[src/rtl/svga_timing_pkg.sv]
// svga_timing_pkg: 800x600@60 timing constants, coordinate widths and receiver FSM states.
// Shared with the video output stage so both ends agree on the nominal raster.
package svga_timing_pkg;
  localparam int H_VISIBLE    = 800;
  localparam int H_SYNC_START = 840;
  localparam int H_SYNC_END   = 968;
  localparam int H_TOTAL      = 1056;
  localparam int V_VISIBLE    = 600;
  localparam int V_SYNC_START = 601;
  localparam int V_SYNC_END   = 605;
  localparam int V_TOTAL      = 628;
  localparam int XW = 11;
  localparam int YW = 10;
  typedef enum logic [1:0] {HUNT, LINE_LOCK, FRAME_LOCK} state_t;
endpackage

[src/rtl/svga_sync_receiver_if.sv]
// svga_sync_receiver_if: video link inputs and reconstructed pixel outputs of the sync receiver.
//   hsync_i/vsync_i/color_i : link from the video output stage
//   x_o/y_o/color_o/pixel_valid_o/line_start_o/frame_start_o/h_err_o/v_err_o/locked_o : receiver results
//   master drives the link and observes results; slave is the receiver.
interface svga_sync_receiver_if;
  import svga_timing_pkg::*;
  logic          hsync_i;
  logic          vsync_i;
  logic [7:0]    color_i;
  logic [XW-1:0] x_o;
  logic [YW-1:0] y_o;
  logic [7:0]    color_o;
  logic          pixel_valid_o;
  logic          line_start_o;
  logic          frame_start_o;
  logic          h_err_o;
  logic          v_err_o;
  logic          locked_o;
  modport master (
    output hsync_i, vsync_i, color_i,
    input  x_o, y_o, color_o, pixel_valid_o, line_start_o, frame_start_o, h_err_o, v_err_o, locked_o
  );
  modport slave (
    input  hsync_i, vsync_i, color_i,
    output x_o, y_o, color_o, pixel_valid_o, line_start_o, frame_start_o, h_err_o, v_err_o, locked_o
  );
endinterface

[src/rtl/svga_sync_edge.sv]
// svga_sync_edge: registers one sync input and flags its rising/falling edge.
//   clk_i, rst_i : clock, async active-high reset
//   d_i          : raw sync input
//   rise_o/fall_o: edge of the registered sample against the previous sample
module svga_sync_edge (
  input  logic clk_i,
  input  logic rst_i,
  input  logic d_i,
  output logic rise_o,
  output logic fall_o
);
  logic s_q, p_q;
  always_ff @(posedge clk_i or posedge rst_i)
    if (rst_i) begin
      s_q <= 1'b0;
      p_q <= 1'b0;
    end else begin
      s_q <= d_i;
      p_q <= s_q;
    end
  assign rise_o = s_q & ~p_q;
  assign fall_o = ~s_q & p_q;
endmodule

[src/rtl/svga_sync_receiver.sv]
// svga_sync_receiver: locks onto SVGA syncs, rebuilds pixel coordinates and checks line/frame timing.
//   clk_i, rst_i : pixel clock, async active-high reset
//   bus (slave)  : sync/colour in; x/y, gated colour, valid, line/frame strobes, error pulses, lock out
// Two-stage pipeline: stage 1 registers the inputs, stage 2 registers every output.
module svga_sync_receiver
  import svga_timing_pkg::*;
#(
  parameter int H_VIS       = H_VISIBLE,
  parameter int H_SS        = H_SYNC_START,
  parameter int H_SE        = H_SYNC_END,
  parameter int H_TOT       = H_TOTAL,
  parameter int V_VIS       = V_VISIBLE,
  parameter int V_SS        = V_SYNC_START,
  parameter int V_SE        = V_SYNC_END,
  parameter int V_TOT       = V_TOTAL,
  parameter int LOCK_FRAMES = 2
) (
  input logic                clk_i,
  input logic                rst_i,
  svga_sync_receiver_if.slave bus
);
  logic hs_r, hs_f, vs_r, vs_f;
  logic [7:0] col_q, col_o_q;
  state_t st_q, st_d;
  logic [XW-1:0] x_q, x_n, x_d;
  logic [YW-1:0] y_q, y_n, y_d;
  logic [3:0] cnt_q, cnt_d;
  logic hunt, frame, at_hs, at_he, at_vs, at_ve, stray, h_err, v_err, v_lock, pv, ls, fs;
  logic pv_q, ls_q, fs_q, he_q, ve_q, lk_q;
  svga_sync_edge u_hs (.clk_i(clk_i), .rst_i(rst_i), .d_i(bus.hsync_i), .rise_o(hs_r), .fall_o(hs_f));
  svga_sync_edge u_vs (.clk_i(clk_i), .rst_i(rst_i), .d_i(bus.vsync_i), .rise_o(vs_r), .fall_o(vs_f));
  // x_q/y_q hold the coordinate of the sample now at the outputs; x_n/y_n predict the stage-1 sample.
  always_comb begin
    hunt   = st_q == HUNT;
    frame  = st_q == FRAME_LOCK;
    x_n    = (x_q == XW'(H_TOT - 1)) ? '0 : x_q + 1'b1;
    y_n    = (x_q != XW'(H_TOT - 1)) ? y_q : (y_q == YW'(V_TOT - 1)) ? '0 : y_q + 1'b1;
    at_hs  = x_n == XW'(H_SS);
    at_he  = x_n == XW'(H_SE);
    at_vs  = x_n == '0 && y_n == YW'(V_SS);
    at_ve  = x_n == '0 && y_n == YW'(V_SE);
    // An early/late HSYNC rise is still a usable line reference, so it reloads x instead of hunting.
    stray  = !hunt && hs_r && !at_hs;
    h_err  = !hunt && ((hs_r != at_hs) || (hs_f != at_he));
    v_lock = st_q == LINE_LOCK && vs_r && x_n == '0;
    v_err  = frame ? ((vs_r != at_vs) || (vs_f != at_ve)) : (st_q == LINE_LOCK && vs_r && x_n != '0);
    x_d    = hunt ? (hs_r ? XW'(H_SS) : '0) : stray ? XW'(H_SS) : x_n;
    y_d    = hunt ? '0 : v_lock ? YW'(V_SS) : y_n;
    st_d   = hunt ? (hs_r ? LINE_LOCK : HUNT) : stray ? LINE_LOCK : h_err ? HUNT :
             v_err ? LINE_LOCK : v_lock ? FRAME_LOCK : st_q;
    cnt_d  = (h_err || v_err) ? '0 :
             (frame && x_n == '0 && y_n == '0 && cnt_q != 4'hf) ? cnt_q + 1'b1 : cnt_q;
    pv     = frame && x_d < XW'(H_VIS) && y_d < YW'(V_VIS);
    ls     = !hunt && x_d == '0;
    fs     = frame && x_d == '0 && y_d == '0;
  end
  always_ff @(posedge clk_i or posedge rst_i)
    if (rst_i) begin
      st_q    <= HUNT;
      x_q     <= '0;
      y_q     <= '0;
      cnt_q   <= '0;
      col_q   <= '0;
      col_o_q <= '0;
      pv_q    <= 1'b0;
      ls_q    <= 1'b0;
      fs_q    <= 1'b0;
      he_q    <= 1'b0;
      ve_q    <= 1'b0;
      lk_q    <= 1'b0;
    end else begin
      st_q    <= st_d;
      x_q     <= x_d;
      y_q     <= y_d;
      cnt_q   <= cnt_d;
      col_q   <= bus.color_i;
      col_o_q <= pv ? col_q : '0;
      pv_q    <= pv;
      ls_q    <= ls;
      fs_q    <= fs;
      he_q    <= h_err;
      ve_q    <= v_err;
      lk_q    <= cnt_d >= 4'(LOCK_FRAMES);
    end
  assign bus.x_o           = x_q;
  assign bus.y_o           = y_q;
  assign bus.color_o       = col_o_q;
  assign bus.pixel_valid_o = pv_q;
  assign bus.line_start_o  = ls_q;
  assign bus.frame_start_o = fs_q;
  assign bus.h_err_o       = he_q;
  assign bus.v_err_o       = ve_q;
  assign bus.locked_o      = lk_q;
endmodule
[src/flat_wrapper.sv]
// flat-port wrapper written by rule: the top's interface ports become plain ports
module svga_sync_receiver_flat import svga_timing_pkg::*;
#(
  parameter int H_VIS       = H_VISIBLE,
  parameter int H_SS        = H_SYNC_START,
  parameter int H_SE        = H_SYNC_END,
  parameter int H_TOT       = H_TOTAL,
  parameter int V_VIS       = V_VISIBLE,
  parameter int V_SS        = V_SYNC_START,
  parameter int V_SE        = V_SYNC_END,
  parameter int V_TOT       = V_TOTAL,
  parameter int LOCK_FRAMES = 2
)
  (clk_i, rst_i, bus_hsync_i, bus_vsync_i, bus_color_i, bus_x_o, bus_y_o, bus_color_o, bus_pixel_valid_o, bus_line_start_o, bus_frame_start_o, bus_h_err_o, bus_v_err_o, bus_locked_o);
  svga_sync_receiver_if bus_i ();
  input logic clk_i;
  input logic rst_i;
  input wire logic [$bits(bus_i.hsync_i)-1:0] bus_hsync_i;
  input wire logic [$bits(bus_i.vsync_i)-1:0] bus_vsync_i;
  input wire logic [$bits(bus_i.color_i)-1:0] bus_color_i;
  output wire logic [$bits(bus_i.x_o)-1:0] bus_x_o;
  output wire logic [$bits(bus_i.y_o)-1:0] bus_y_o;
  output wire logic [$bits(bus_i.color_o)-1:0] bus_color_o;
  output wire logic [$bits(bus_i.pixel_valid_o)-1:0] bus_pixel_valid_o;
  output wire logic [$bits(bus_i.line_start_o)-1:0] bus_line_start_o;
  output wire logic [$bits(bus_i.frame_start_o)-1:0] bus_frame_start_o;
  output wire logic [$bits(bus_i.h_err_o)-1:0] bus_h_err_o;
  output wire logic [$bits(bus_i.v_err_o)-1:0] bus_v_err_o;
  output wire logic [$bits(bus_i.locked_o)-1:0] bus_locked_o;
  assign bus_i.hsync_i = bus_hsync_i;
  assign bus_i.vsync_i = bus_vsync_i;
  assign bus_i.color_i = bus_color_i;
  assign bus_x_o = bus_i.x_o;
  assign bus_y_o = bus_i.y_o;
  assign bus_color_o = bus_i.color_o;
  assign bus_pixel_valid_o = bus_i.pixel_valid_o;
  assign bus_line_start_o = bus_i.line_start_o;
  assign bus_frame_start_o = bus_i.frame_start_o;
  assign bus_h_err_o = bus_i.h_err_o;
  assign bus_v_err_o = bus_i.v_err_o;
  assign bus_locked_o = bus_i.locked_o;
  svga_sync_receiver #(.H_VIS(H_VIS), .H_SS(H_SS), .H_SE(H_SE), .H_TOT(H_TOT), .V_VIS(V_VIS), .V_SS(V_SS), .V_SE(V_SE), .V_TOT(V_TOT), .LOCK_FRAMES(LOCK_FRAMES)) u_core (.clk_i(clk_i), .rst_i(rst_i), .bus(bus_i));
endmodule
[config.mk]
export PLATFORM = sky130hd
export DESIGN_NAME = svga_sync_receiver_flat
export DESIGN_NICKNAME = d
export VERILOG_FILES = /design/src/rtl/svga_timing_pkg.sv /design/src/rtl/svga_sync_receiver_if.sv /design/src/rtl/svga_sync_edge.sv /design/src/rtl/svga_sync_receiver.sv /design/src/flat_wrapper.sv
export SDC_FILE = /design/constraint.sdc
export NUM_CORES = 1
export LEC_CHECK = 0
export ABC_AREA = 1
export BUFFER_PORTS_ARGS = -buffer_cell sky130_fd_sc_hd__clkbuf_2
export CAP_MARGIN = 20
export CORE_AREA = 2 2 99 101
export CTS_BUF_LIST = sky130_fd_sc_hd__clkbuf_16
export DETAILED_ROUTE_END_ITERATION = 16
export DIE_AREA = 0 0 101 103
export PLACE_DENSITY = 0.59
export SYNTH_ARGS = -nofsm -noshare
export SYNTH_HDL_FRONTEND = slang
export SYNTH_SLANG_ARGS = --single-unit
[constraint.sdc]
create_clock -name clk_i -period 3.68 [get_ports clk_i]
set_input_delay 0.736 -clock clk_i [delete_from_list [all_inputs] [get_ports clk_i]]
set_output_delay 0.736 -clock clk_i [all_outputs]
set_load 0.02 [all_outputs]
==> results of run 1 <==
[cell usage after synthesis, types with 2 or more instances]
cell type  number
nand3b_1        2
nor2_2          8
xor2_1          4
nor2_1         51
nor3_1         12
nand3_1        43
inv_1          62
nand4_1        16
ha_1            3
o21ai_0         7
nand2_4         7
dfrtp_1        53
a21oi_1         5
nor3_2          9
nor2_4          3
nand2_1       103
o21ai_1         3
inv_2           9
nand2_2         8
[flip-flops by register name (all words and copies together) (netlist names)]
| signal | flops |
|---|---|
| u_core.bus.color_o | 8 |
| u_core.bus.frame_start_o | 1 |
| u_core.bus.h_err_o | 1 |
| u_core.bus.line_start_o | 1 |
| u_core.bus.locked_o | 1 |
| u_core.bus.pixel_valid_o | 1 |
| u_core.bus.v_err_o | 1 |
| u_core.bus.x_o | 11 |
| u_core.bus.y_o | 10 |
| u_core.cnt_q | 4 |
| u_core.col_q | 8 |
| u_core.st_q | 2 |
| u_core.u_hs.p_q | 1 |
| u_core.u_hs.s_q | 1 |
| u_core.u_vs.p_q | 1 |
| u_core.u_vs.s_q | 1 |
[layer usage]
layer	up-vias	routed length, um	GRT usage (%)	share of wire (%)
li1	1440	-	-	-
met1	1287	3480	20.0	46
met2	83	3440	26.8	46
met3	15	425	2.58	5.7
met4	0	148	5.41	2.0
met5	-	0	0	0
[worst paths after layout]
kind | cells after the start | end | start | slack, ns
max | 18 | u_core.bus.color_o[2] | u_core.bus.x_o[0] | 0.76
min | 0 | u_core.u_vs.p_q | u_core.u_vs.s_q | 0.37
max reg2reg | 18 | u_core.bus.color_o[2] | u_core.bus.x_o[0] | 0.76
min reg2reg | 0 | u_core.u_vs.p_q | u_core.u_vs.s_q | 0.37
max in group asynchronous | 3 | u_core.cnt_q[2] | rst_i | 2.64
min in group asynchronous | 2 | u_core.bus.x_o[8] | rst_i | 0.48
[cell type report]
cell class	count	share of cell area (%)
well taps	114	3.84
clock buffers	5	3.36
flip-flops and latches	53	35.7
inverters	72	7.27
repair buffers	48	6.93
clock inverters	3	0.774
multi-input cells	296	42.2
[where the power goes]
| group | internal (mW) | total, mW | switching, mW | leakage, nW |
|---|---|---|---|---|
| sequential | 0.616 | 0.653 | 0.0363 | 0.698 |
| combinational | 0.0946 | 0.312 | 0.217 | 1.26 |
| clock | 0.261 | 0.488 | 0.227 | 0.0763 |
[cell families (layout without fill, tap and decap cells)]
group,Yosys count,after routing,share of synthesized area [%]
AO/OA/AOI/OAI,18,18,3.02
XOR/XNOR,5,5,1.37
adder cells (fa/ha/maj),3,3,1.18
buffers and inverters,75,128,9.15
flip-flops,53,53,41.6
AND/OR/NAND/NOR,270,270,43.6
==> run_summary.xml, run 1 <==
<?xml version="1.0" encoding="UTF-8"?>
<metrics>
  <group name="floorplanning">
    <metric name="floorplan.initialDensity" unit="%">33.7</metric>
    <metric name="core-area" unit="um2">9460</metric>
    <metric name="design.portCount" unit="">47</metric>
    <metric name="vert_die_dim" unit="um">103</metric>
    <metric name="dieWidth" unit="um">101</metric>
    <metric name="floorplan.rows" unit="">36</metric>
    <metric name="die-area" unit="um2">10400</metric>
  </group>
  <group name="finish">
    <metric name="multiInputGateArea" unit="um2">1570</metric>
    <metric name="post_route_cells_drive_above_1_share" unit="%">22.9</metric>
    <metric name="layout.nets" unit="">491</metric>
    <metric name="area_growth_syn_to_layout" unit="%">16.7</metric>
    <metric name="final_core_util" unit="%">39.3</metric>
    <metric name="final_design_instance_area_without_fill" unit="um2">3720</metric>
    <metric name="final_common_cell" unit="">nand2_1</metric>
    <metric name="ff_latch_area" unit="um2">1330</metric>
    <metric name="num_antenna_cells" unit="">0</metric>
    <metric name="n_fill_cell" unit="">1007</metric>
    <metric name="finalNonFillerCells" unit="">591</metric>
    <metric name="layout.cells.most_common_list" unit="">nand2_1 (103), inv_1 (61), dfrtp_1 (53)</metric>
  </group>
  <group name="clock_tree">
    <metric name="clock_sink_total" unit="">53</metric>
    <metric name="tritoncts.num_buffers" unit="">5</metric>
    <metric name="ctsHtreeMaxLevel" unit="">2</metric>
    <metric name="clock_insertion_delay_worst_skew" unit="ns">0.30</metric>
    <metric name="cts-resized-gates" unit="">0</metric>
    <metric name="cts.clk_slew.worst_paths" unit="ns">0.08</metric>
    <metric name="clock_tree_root" unit="">clkbuf_16</metric>
    <metric name="tritoncts" unit="">done</metric>
    <metric name="cts-root-to-sink-buffers" unit="">2</metric>
    <metric name="cts_hold_buffers" unit="">0</metric>
    <metric name="post_cts_buffers" unit="">0</metric>
  </group>
  <group name="sta">
    <metric name="worst_slew_pin_slew" unit="ns">0.596</metric>
    <metric name="rsz0062_at_grt" unit="">no</metric>
    <metric name="layout_worst_path_cycle_share" unit="%">79.3</metric>
    <metric name="setup_tns" unit="ns">0</metric>
    <metric name="max-slew-margin-rel" unit="%">60.2</metric>
    <metric name="final_max_slew_viol_count" unit="">0</metric>
    <metric name="fin_worst_hold_slack" unit="ns">0.375</metric>
    <metric name="worst_clk_skew" unit="ns">0.0120</metric>
    <metric name="finalHoldViolCount" unit="">0</metric>
    <metric name="max_clock_freq" unit="MHz">343</metric>
    <metric name="post-route-min-period" unit="ns">2.92</metric>
    <metric name="finalSetupViolCount" unit="">0</metric>
    <metric name="finalWorstSetupSlack" unit="ns">0.762</metric>
  </group>
  <group name="setup_path">
    <metric name="timing.critical_path.required" unit="ns">3.86</metric>
    <metric name="crit_path_max_fanout" unit="">11</metric>
    <metric name="critical-path-max-stage-delay" unit="ns">0.44</metric>
    <metric name="startpoint_type" unit="">register</metric>
    <metric name="cell_by_cell_trace_of_the_critical_path" unit="">ha_1 -&gt; nand2_2 -&gt; nor2_8 -&gt; nand3b_4 -&gt; nand3_1 -&gt; nand2_1 -&gt; nor2_1 -&gt; nand2_1 -&gt; nor2_4 -&gt; nand2_4 -&gt; nand2_4 -&gt; nor2_2 -&gt; inv_2 -&gt; nand2_1 -&gt; nor2_1 -&gt; nand2_1 -&gt; nand2_4 -&gt; nor3_2</metric>
    <metric name="cpLargestDelayFamily" unit="">simple AND/OR/NAND/NOR gates</metric>
    <metric name="timing.critical_path.to_type" unit="">register</metric>
    <metric name="cpMaxStageDelayCell" unit="">dfrtp_1</metric>
    <metric name="cp_num_buf_inv" unit="">1</metric>
    <metric name="critPathMostFrequentCell" unit="">nand2_1</metric>
    <metric name="crit_arrival" unit="ns">3.10</metric>
    <metric name="timing.setup.critical_path_class" unit="">reg2reg</metric>
  </group>
  <group name="drt">
    <metric name="post_drt_wl_per_cell" unit="um">12.7</metric>
    <metric name="routed_wl" unit="mm">7.49</metric>
    <metric name="post-route-drc-count" unit="">0</metric>
    <metric name="antenna_violating_nets_post_route" unit="">0</metric>
    <metric name="avgViaCountPerCell" unit="">4.78</metric>
    <metric name="vias" unit="">2825</metric>
    <metric name="dr.pass1.iters" unit="">4</metric>
    <metric name="drt_iter0_markers" unit="">146</metric>
  </group>
  <group name="synthesis">
    <metric name="post_synth_instance_area" unit="um2">3190</metric>
    <metric name="ys_dominant_reg_cell" unit="">dfrtp_1</metric>
    <metric name="synth_top_area_cell" unit="">dfrtp_1</metric>
    <metric name="synthesis.area_per_instance" unit="um2">7.51</metric>
    <metric name="synth_edf_count" unit="">0</metric>
    <metric name="synth.distinct_cells" unit="">35</metric>
    <metric name="synth.top_cell.area_share" unit="%">41.6</metric>
    <metric name="yosys_warnings" unit="">0</metric>
    <metric name="synthCells" unit="">424</metric>
    <metric name="seq_area_frac_synth" unit="%">41.6</metric>
    <metric name="mapped_nets" unit="">439</metric>
    <metric name="yosys_register_bits" unit="">53</metric>
    <metric name="synthArstFlopShare" unit="%">100</metric>
    <metric name="synth_area_leaders" unit="">dfrtp_1 (42%), nand2_1 (12%), inv_1 (7.3%), nand3_1 (6.8%), nor2_1 (6.0%)</metric>
  </group>
  <group name="placed_design">
    <metric name="place_worst_setup_slack" unit="ns">0.788</metric>
    <metric name="place.detailed.hpwl" unit="mm">5.84</metric>
    <metric name="placedCellCount" unit="">583</metric>
    <metric name="portBuffers" unit="">46</metric>
    <metric name="place.gp.congestion" unit="">0.889</metric>
    <metric name="placed_standard_cell_area" unit="um2">3560</metric>
  </group>
  <group name="power_and_ir_drop">
    <metric name="power.ir.vdd_worst" unit="V">0.000208</metric>
    <metric name="design_power_total" unit="mW">1.45</metric>
    <metric name="pwr_density_cell" unit="nW/um2">391</metric>
    <metric name="static-leakage-power" unit="nW">2.04</metric>
  </group>
  <group name="worst_hold_path">
    <metric name="hold_class" unit="">reg2reg</metric>
  </group>
  <group name="run">
    <metric name="max_cap_viol_count" unit="">0</metric>
  </group>
  <group name="status">
    <metric name="run_status" unit="">complete, no violations</metric>
  </group>
  <group name="global_route">
    <metric name="grt_pass1_wl" unit="mm">13.0</metric>
    <metric name="antenna_found_initial" unit="">0</metric>
    <metric name="grt_usage" unit="%">15.6</metric>
    <metric name="overflow" unit="">0</metric>
    <metric name="grt_start_max_net_pins" unit="">29</metric>
    <metric name="first_global_vias" unit="">2848</metric>
  </group>
</metrics>
Note: power is estimated with default switching activity, not from simulation.
==> inputs of run 2 (changes only) <==
--- a/config.mk
+++ b/config.mk
@@ -5,14 +5,14 @@
 export SDC_FILE = /design/constraint.sdc
 export NUM_CORES = 1
 export LEC_CHECK = 0
-export ABC_AREA = 1
+export ABC_AREA = 0
 export BUFFER_PORTS_ARGS = -buffer_cell sky130_fd_sc_hd__clkbuf_2
 export CAP_MARGIN = 20
-export CORE_AREA = 2 2 99 101
+export CORE_AREA = 2 2 95 97
 export CTS_BUF_LIST = sky130_fd_sc_hd__clkbuf_16
 export DETAILED_ROUTE_END_ITERATION = 16
-export DIE_AREA = 0 0 101 103
-export PLACE_DENSITY = 0.59
+export DIE_AREA = 0 0 97 99
+export PLACE_DENSITY = 0.6
 export SYNTH_ARGS = -nofsm -noshare
 export SYNTH_HDL_FRONTEND = slang
 export SYNTH_SLANG_ARGS = --single-unit
==> constraint.sdc (replaced) <==
create_clock -name clk_i -period 2.8 [get_ports clk_i]
set_input_delay 0.56 -clock clk_i [delete_from_list [all_inputs] [get_ports clk_i]]
set_output_delay 0.56 -clock clk_i [all_outputs]
set_load 0.02 [all_outputs]
==> run 2 against run 1 <==
  * Total power is 16% higher
  * Sequential share of layout area decreased by 1.2 points
  * Sequential power is 24% higher
  * Clock power increased by 35%
  * Flip-flop and latch count is the same
  * Combinational power is 29% lower
  * Via count down 7.6%
  * Critical path type unchanged
==> run_summary.xml, run 2 <==
<?xml version="1.0" encoding="UTF-8"?>
<metrics>
  <group name="clock_tree">
    <metric name="clock_insertion_delay_worst_skew" unit="ns">0.30</metric>
    <metric name="clock_sink_total" unit="">53</metric>
    <metric name="cts-root-to-sink-buffers" unit="">2</metric>
    <metric name="cts.clk_slew.worst_paths" unit="ns">0.08</metric>
    <metric name="tritoncts.num_buffers" unit="">5</metric>
    <metric name="tritoncts" unit="">done</metric>
    <metric name="ctsHtreeMaxLevel" unit="">2</metric>
    <metric name="clock_tree_root" unit="">clkbuf_16</metric>
    <metric name="cts_hold_buffers" unit="">0</metric>
  </group>
  <group name="drt">
    <metric name="avgViaCountPerCell" unit="">5.21</metric>
    <metric name="post-route-drc-count" unit="">0</metric>
    <metric name="dr.pass1.iters" unit="">4</metric>
    <metric name="post_drt_wl_per_cell" unit="um">14.9</metric>
    <metric name="vias" unit="">2611</metric>
    <metric name="routed_wl" unit="mm">7.48</metric>
    <metric name="antenna_violating_nets_post_route" unit="">0</metric>
    <metric name="drt_iter0_markers" unit="">148</metric>
  </group>
  <group name="floorplanning">
    <metric name="core-area" unit="um2">8550</metric>
    <metric name="dieWidth" unit="um">97</metric>
    <metric name="floorplan.rows" unit="">34</metric>
    <metric name="design.portCount" unit="">47</metric>
    <metric name="vert_die_dim" unit="um">99</metric>
    <metric name="floorplan.initialDensity" unit="%">34.2</metric>
    <metric name="die-area" unit="um2">9600</metric>
  </group>
  <group name="finish">
    <metric name="post_route_cells_drive_above_1_share" unit="%">40.7</metric>
    <metric name="final_common_cell" unit="">buf_4</metric>
    <metric name="num_antenna_cells" unit="">0</metric>
    <metric name="layout.cells.most_common_list" unit="">buf_4 (53), dfrtp_1 (49), clkbuf_2 (46)</metric>
    <metric name="largest_register_ffs" unit="">11</metric>
    <metric name="area_growth_syn_to_layout" unit="%">32.1</metric>
    <metric name="final_design_instance_area_without_fill" unit="um2">3860</metric>
    <metric name="layout.nets" unit="">407</metric>
  </group>
  <group name="synthesis">
    <metric name="synth_edf_count" unit="">0</metric>
    <metric name="post_synth_instance_area" unit="um2">2920</metric>
    <metric name="synth_top_area_cell" unit="">dfrtp_1</metric>
    <metric name="synthCells" unit="">297</metric>
    <metric name="mapped_nets" unit="">312</metric>
    <metric name="synth_most_common_cell" unit="">dfrtp_1</metric>
    <metric name="synthArstFlopShare" unit="%">100</metric>
    <metric name="yosys_warnings" unit="">0</metric>
    <metric name="synth.distinct_cells" unit="">73</metric>
    <metric name="synth.top_cell.area_share" unit="%">45.4</metric>
    <metric name="ys_top_cells_by_count" unit="">dfrtp_1 (53), nor2_1 (29), nand2_1 (19), nor3_1 (19), a21oi_1 (13)</metric>
    <metric name="ys_dominant_reg_cell" unit="">dfrtp_1</metric>
    <metric name="synthesis.area_per_instance" unit="um2">9.84</metric>
    <metric name="synth_area_leaders" unit="">dfrtp_1 (45%), nor2_1 (3.7%), nor3_1 (3.3%), xnor2_1 (2.7%), and2_1 (2.6%)</metric>
    <metric name="seq_area_frac_synth" unit="%">45.4</metric>
    <metric name="yosys_register_bits" unit="">53</metric>
  </group>
  <group name="power_and_ir_drop">
    <metric name="power.ir.vdd_worst" unit="V">0.000255</metric>
    <metric name="pwr_density_cell" unit="nW/um2">438</metric>
    <metric name="static-leakage-power" unit="nW">1.77</metric>
    <metric name="design_power_total" unit="mW">1.69</metric>
  </group>
  <group name="sta">
    <metric name="finalHoldViolCount" unit="">0</metric>
    <metric name="post-route-min-period" unit="ns">2.75</metric>
    <metric name="finalWorstSetupSlack" unit="ns">0.0462</metric>
    <metric name="worst_slew_pin_slew" unit="ns">0.742</metric>
    <metric name="worst_clk_skew" unit="ns">0.00683</metric>
    <metric name="layout_worst_path_cycle_share" unit="%">98.4</metric>
    <metric name="finalSetupViolCount" unit="">0</metric>
    <metric name="max_clock_freq" unit="MHz">363</metric>
    <metric name="final_max_slew_viol_count" unit="">0</metric>
    <metric name="rsz0062_at_grt" unit="">yes</metric>
    <metric name="max-slew-margin-rel" unit="%">50.3</metric>
  </group>
  <group name="setup_path">
    <metric name="cpMaxStageDelayCell" unit="">or4_4</metric>
    <metric name="crit_arrival" unit="ns">2.98</metric>
    <metric name="cp_num_buf_inv" unit="">0</metric>
    <metric name="timing.critical_path.to_type" unit="">register</metric>
    <metric name="cpLargestDelayFamily" unit="">simple AND/OR/NAND/NOR gates</metric>
    <metric name="critical-path-max-stage-delay" unit="ns">0.51</metric>
    <metric name="timing.critical_path.required" unit="ns">3.03</metric>
    <metric name="timing.setup.critical_path_class" unit="">reg2reg</metric>
    <metric name="crit_path_max_fanout" unit="">5</metric>
    <metric name="startpoint_type" unit="">register</metric>
    <metric name="cell_by_cell_trace_of_the_critical_path" unit="">ha_4 -&gt; and4_4 -&gt; mux2i_1 -&gt; o211a_1 -&gt; nand4b_1 -&gt; or3_4 -&gt; or4_4 -&gt; a31o_4 -&gt; a21oi_2</metric>
  </group>
  <group name="global_route">
    <metric name="grt_start_max_net_pins" unit="">32</metric>
    <metric name="overflow" unit="">0</metric>
    <metric name="antenna_found_initial" unit="">0</metric>
    <metric name="grt_pass1_wl" unit="mm">12.7</metric>
    <metric name="grt_usage" unit="%">16.2</metric>
    <metric name="first_global_vias" unit="">2655</metric>
  </group>
  <group name="placed_design">
    <metric name="place.gp.congestion" unit="">0.890</metric>
    <metric name="place.detailed.hpwl" unit="mm">5.54</metric>
    <metric name="place_worst_setup_slack" unit="ns">-0.0632</metric>
    <metric name="portBuffers" unit="">46</metric>
    <metric name="placed_standard_cell_area" unit="um2">3550</metric>
  </group>
  <group name="run">
    <metric name="max_cap_viol_count" unit="">0</metric>
  </group>
  <group name="status">
    <metric name="run_status" unit="">complete, no violations</metric>
  </group>
  <group name="worst_hold_path">
    <metric name="hold_class" unit="">in2async</metric>
  </group>
</metrics>
run 2: cell count changes after synthesis, sizes merged, moves of 6 or more:
cell | previous run | this run
nor2b | 0 | 6
nand4 | 16 | 9
a21oi | 5 | 13
nand2 | 119 | 21
xnor2 | 1 | 9
inv | 71 | 3
nor2 | 63 | 30
nand3 | 45 | 10
and2 | 0 | 13
and3 | 0 | 11
run 2: cells by family (layout without fill, tap and decap cells):
family | after synthesis | in the layout | share of synthesized area (%)
AND/OR/NAND/NOR | 145 | 145 | 29.0
AO/OA/AOI/OAI | 61 | 61 | 15.0
flip-flops | 53 | 53 | 45.4
buffers and inverters | 16 | 112 | 3.38
XOR/XNOR | 14 | 14 | 4.20
multiplexers | 5 | 5 | 1.76
adder cells (fa/ha/maj) | 3 | 3 | 1.28
run 2: worst reg2reg max path: cells and delay by family (launching register included):
family | cells | cell delay, ns
and+or+nand+nor | 4 | 1.33
AOI/OAI and AO/OA | 3 | 0.64
DFF | 1 | 0.43
adders and majority gates | 1 | 0.17
muxes | 1 | 0.12
run 2: worst paths after layout:
kind / from / to / slack, ns / depth (start not counted)
max: u_core.bus.x_o[1] / u_core.bus.locked_o / 0.05 / 9
min: rst_i / u_core.col_q[5] / 0.32 / 2
max reg2reg: u_core.bus.x_o[1] / u_core.bus.locked_o / 0.05 / 9
min reg2reg: u_core.u_vs.s_q / u_core.u_vs.p_q / 0.42 / 0
max in group asynchronous: rst_i / u_core.col_q[7] / 1.84 / 3
min in group clk_i: bus_color_i[6] / u_core.col_q[6] / 0.36 / 1
run 2: per-stage QoR:
step / hold slack, ns / instances / TNS, ns / util [%]
5_1_grt: 0.353 / 501 / -0.146 / 45.1
3_5_place_dp: 0.400 / 483 / -0.261 / 41.6
6_report: 0.322 / 501 / 0 / 45.1
4_1_cts: 0.351 / 498 / 0 / 44.0
2_1_floorplan: 0.367 / 297 / 0 / -
3_3_place_gp: 0.387 / 483 / 0 / 41.6
run 2: cell type report:
class	instances	area, um2
tap	108	135
clock buffer	5	125
timing repair buffer	101	649
fill	856	4690
clock inverter	3	28.8
sequential	53	1330
inverter	3	11.3
multi-input combinational	228	1580
run 2: repair_timing:
action / 4_1_cts / 5_1_grt
resized for setup: 0 / 20
setup buffers: 7 / 3
pin swaps: 5 / 13
setup endpoints to repair: 6 / 8
run 2: metal layers:
metal	GRT usage [%]	wire length, um	part of all wire (%)
met1	22.0	3560	48
met2	26.4	3490	47
met3	3.05	340	4.5
met4	4.66	87	1.2
met5	0	0	0
run 2: report_power, final:
group / leakage [nW] / internal, mW / switching [mW]
Combinational: 0.995 / 0.0899 / 0.131
Sequential: 0.695 / 0.791 / 0.0211
Clock: 0.0763 / 0.344 / 0.314
==> inputs of run 3 (changes only) <==
--- a/config.mk
+++ b/config.mk
@@ -8,11 +8,11 @@
 export ABC_AREA = 0
 export BUFFER_PORTS_ARGS = -buffer_cell sky130_fd_sc_hd__clkbuf_2
 export CAP_MARGIN = 20
-export CORE_AREA = 2 2 95 97
+export CORE_AREA = 2 2 76 78
 export CTS_BUF_LIST = sky130_fd_sc_hd__clkbuf_16
 export DETAILED_ROUTE_END_ITERATION = 16
-export DIE_AREA = 0 0 97 99
-export PLACE_DENSITY = 0.6
+export DIE_AREA = 0 0 78 80
+export PLACE_DENSITY = 0.84
 export SYNTH_ARGS = -nofsm -noshare
 export SYNTH_HDL_FRONTEND = slang
 export SYNTH_SLANG_ARGS = --single-unit
==> run 3 against run 2 <==
  * Final cell count down 9.4%
  * Critical endpoint unchanged
  * Global-route usage up 9.6 points
  * Highest routed layer unchanged
  * Register-to-register slack worse by 0.16 ns
  * The flow now finishes with violations (setup timing)
  * Routed wire length up 9.1%
  * Combinational power up 6%
  * Via count up 8.7%
==> run_summary.xml, run 3 (synthesized netlist as in run 2, its figures left out) <==
<?xml version="1.0" encoding="UTF-8"?>
<metrics>
  <group name="sta">
    <metric name="finalHoldViolCount" unit="">0</metric>
    <metric name="finalSetupViolCount" unit="">6</metric>
    <metric name="worst_slew_pin_slew" unit="ns">0.935</metric>
    <metric name="layout_worst_path_cycle_share" unit="%">104</metric>
    <metric name="rsz0062_at_grt" unit="">yes</metric>
    <metric name="finalWorstSetupSlack" unit="ns">-0.109</metric>
    <metric name="max-slew-margin-rel" unit="%">37.4</metric>
    <metric name="worst_clk_skew" unit="ns">0.0105</metric>
    <metric name="max_clock_freq" unit="MHz">344</metric>
    <metric name="final_max_slew_viol_count" unit="">0</metric>
    <metric name="post-route-min-period" unit="ns">2.91</metric>
  </group>
  <group name="finish">
    <metric name="area_growth_syn_to_layout" unit="%">29.7</metric>
    <metric name="final_core_util" unit="%">70.1</metric>
    <metric name="post_route_cells_drive_above_1_share" unit="%">40.3</metric>
    <metric name="finalNonFillerCells" unit="">454</metric>
    <metric name="layout.nets" unit="">396</metric>
    <metric name="final_common_cell" unit="">dfrtp_1</metric>
    <metric name="num_antenna_cells" unit="">0</metric>
    <metric name="largest_register_ffs" unit="">11</metric>
    <metric name="final_design_instance_area_without_fill" unit="um2">3790</metric>
    <metric name="layout.cells.most_common_list" unit="">dfrtp_1 (48), clkbuf_2 (46), buf_4 (42)</metric>
  </group>
  <group name="setup_path">
    <metric name="crit_path_max_fanout" unit="">5</metric>
    <metric name="crit_arrival" unit="ns">3.13</metric>
    <metric name="timing.critical_path.required" unit="ns">3.02</metric>
    <metric name="timing.setup.critical_path_class" unit="">reg2reg</metric>
    <metric name="crit-reg2reg-launch" unit="">u_core.bus.x_o[0]</metric>
    <metric name="critical_r2r_capture" unit="">u_core.bus.locked_o</metric>
    <metric name="reg2reg_depth" unit="">9</metric>
    <metric name="cell_by_cell_trace_of_the_critical_path" unit="">ha_4 -&gt; and4_4 -&gt; mux2i_1 -&gt; o211a_1 -&gt; nand4b_1 -&gt; or3_4 -&gt; or4_4 -&gt; a31o_4 -&gt; a21oi_1</metric>
    <metric name="startpoint_type" unit="">register</metric>
    <metric name="critical-path-max-stage-delay" unit="ns">0.57</metric>
    <metric name="cpMaxStageDelayCell" unit="">or4_4</metric>
    <metric name="timing.critical_path.to_type" unit="">register</metric>
    <metric name="timing.reg2reg.setup_slack" unit="ns">-0.11</metric>
  </group>
  <group name="floorplanning">
    <metric name="core-area" unit="um2">5410</metric>
    <metric name="vert_die_dim" unit="um">80</metric>
    <metric name="design.portCount" unit="">47</metric>
    <metric name="floorplan.rows" unit="">27</metric>
    <metric name="floorplan.initialDensity" unit="%">54.1</metric>
    <metric name="dieWidth" unit="um">78</metric>
    <metric name="die-area" unit="um2">6240</metric>
  </group>
  <group name="clock_tree">
    <metric name="clock_insertion_delay_worst_skew" unit="ns">0.30</metric>
    <metric name="clock_tree_root" unit="">clkbuf_16</metric>
    <metric name="cts.clk_slew.worst_paths" unit="ns">0.08</metric>
    <metric name="clock_sink_total" unit="">53</metric>
    <metric name="tritoncts.num_buffers" unit="">5</metric>
    <metric name="ctsHtreeMaxLevel" unit="">2</metric>
    <metric name="cts-root-to-sink-buffers" unit="">2</metric>
    <metric name="cts_hold_buffers" unit="">0</metric>
    <metric name="tritoncts" unit="">done</metric>
  </group>
  <group name="drt">
    <metric name="avgViaCountPerCell" unit="">6.25</metric>
    <metric name="dr.pass1.iters" unit="">6</metric>
    <metric name="routed_wl" unit="mm">8.15</metric>
    <metric name="drt_iter0_markers" unit="">376</metric>
    <metric name="post-route-drc-count" unit="">0</metric>
    <metric name="antenna_violating_nets_post_route" unit="">0</metric>
    <metric name="vias" unit="">2837</metric>
    <metric name="post_drt_wl_per_cell" unit="um">18.0</metric>
  </group>
  <group name="worst_hold_path">
    <metric name="min_delay_worst_endpoint" unit="">u_core.col_q[4]</metric>
    <metric name="worst_hold_startpoint" unit="">bus_color_i[4]</metric>
    <metric name="hold_path_depth" unit="">1</metric>
    <metric name="hold_class" unit="">in2reg</metric>
  </group>
  <group name="global_route">
    <metric name="overflow" unit="">0</metric>
    <metric name="first_global_vias" unit="">2677</metric>
    <metric name="grt_start_max_net_pins" unit="">44</metric>
    <metric name="grt_usage" unit="%">25.8</metric>
    <metric name="antenna_found_initial" unit="">0</metric>
    <metric name="grt_pass1_wl" unit="mm">12.6</metric>
  </group>
  <group name="placed_design">
    <metric name="placed_standard_cell_area" unit="um2">3430</metric>
    <metric name="placedCellCount" unit="">437</metric>
    <metric name="place_worst_setup_slack" unit="ns">-0.0294</metric>
    <metric name="place.detailed.hpwl" unit="mm">5.30</metric>
    <metric name="portBuffers" unit="">46</metric>
    <metric name="place.gp.congestion" unit="">0.925</metric>
  </group>
  <group name="power_and_ir_drop">
    <metric name="pwr_density_cell" unit="nW/um2">447</metric>
    <metric name="static-leakage-power" unit="nW">1.74</metric>
    <metric name="power.ir.vdd_worst" unit="V">0.000337</metric>
  </group>
  <group name="run">
    <metric name="max_cap_viol_count" unit="">0</metric>
  </group>
  <group name="status">
    <metric name="violations" unit="">setup timing</metric>
    <metric name="run_status" unit="">finished with violations</metric>
  </group>
</metrics>
==> run 3: cell count changes in the layout (fill, tap and decap cells not counted), sizes merged <==
cell and delta:
and3 +1, and4 +1, buf -12, clkdlybuf4s18 -1
==> run 3: area by class of cell <==
type | instances | area, um2
clock inverters | 3 | 28.8
multi-input cells | 230 | 1660
clock buffers | 5 | 125
well taps | 72 | 90.1
fillers | 405 | 1620
inverters | 3 | 11.3
flip-flops and latches | 53 | 1330
repair buffers | 88 | 546
==> run 3: what timing repair did <==
item / 4_1_cts / 5_1_grt
gates cloned: 1 / 1
hold endpoints to repair: 0 / 0
setup endpoints to repair: 6 / 23
setup buffers: 4 / 3
pin swaps: 9 / 10
resized for setup: 7 / 24
==> run 3: how the worst max path moves through the flow <==
stage	startpoint	end	slack, ns	cells after the start
2_1_floorplan	u_core.bus.x_o[2]	u_core.bus.locked_o	0.02	9
3_3_place_gp	u_core.bus.x_o[0]	u_core.bus.locked_o	0.04	9
3_5_place_dp	u_core.bus.x_o[8]	u_core.bus.locked_o	-0.03	8
4_1_cts	u_core.bus.x_o[9]	u_core.bus.locked_o	-0.007	8
5_1_grt	u_core.bus.x_o[0]	u_core.cnt_q[1]	-0.16	9
6_report	u_core.bus.x_o[0]	u_core.bus.locked_o	-0.11	9
==> run 3: layer usage <==
| metal | track usage (%) | share of wire, % | routed length (um) | vias to the layer above |
|---|---|---|---|---|
| met5 | 0 | 0 | 0 | - |
| met4 | 9.30 | 3.3 | 267 | 0 |
| met3 | 4.98 | 7.7 | 624 | 45 |
| met2 | 43.3 | 49 | 4010 | 201 |
| met1 | 33.4 | 40 | 3250 | 1340 |
| li1 | - | - | - | 1251 |
==> run 3: worst max-delay path, delay by kind of cell, from the launching register on <==
| family | cells | cell delay [ns] |
|---|---|---|
| AOI/OAI and AO/OA | 3 | 0.68 |
| and+or+nand+nor | 4 | 1.40 |
| muxes | 1 | 0.14 |
| adders and majority gates | 1 | 0.18 |
| DFF | 1 | 0.43 |
==> run 3: through the flow <==
step / hold slack [ns] / power [mW] / TNS (ns)
after global placement: 0.380 / 1.03 / 0
after floorplan: 0.367 / 0.956 / 0
after detailed placement: 0.387 / 1.03 / -0.0753
after CTS: 0.360 / 1.68 / -0.0117
final: 0.363 / 1.69 / -0.543
after global routing: 0.356 / 1.75 / -1.63
==> run 3: where the power goes <==
part	internal, mW	switching, mW	total [mW]	leakage [nW]
clock	0.343	0.302	0.646	0.0763
sequential	0.791	0.0240	0.815	0.694
combinational	0.0900	0.144	0.234	0.969
total	1.22	0.470	1.69	1.74
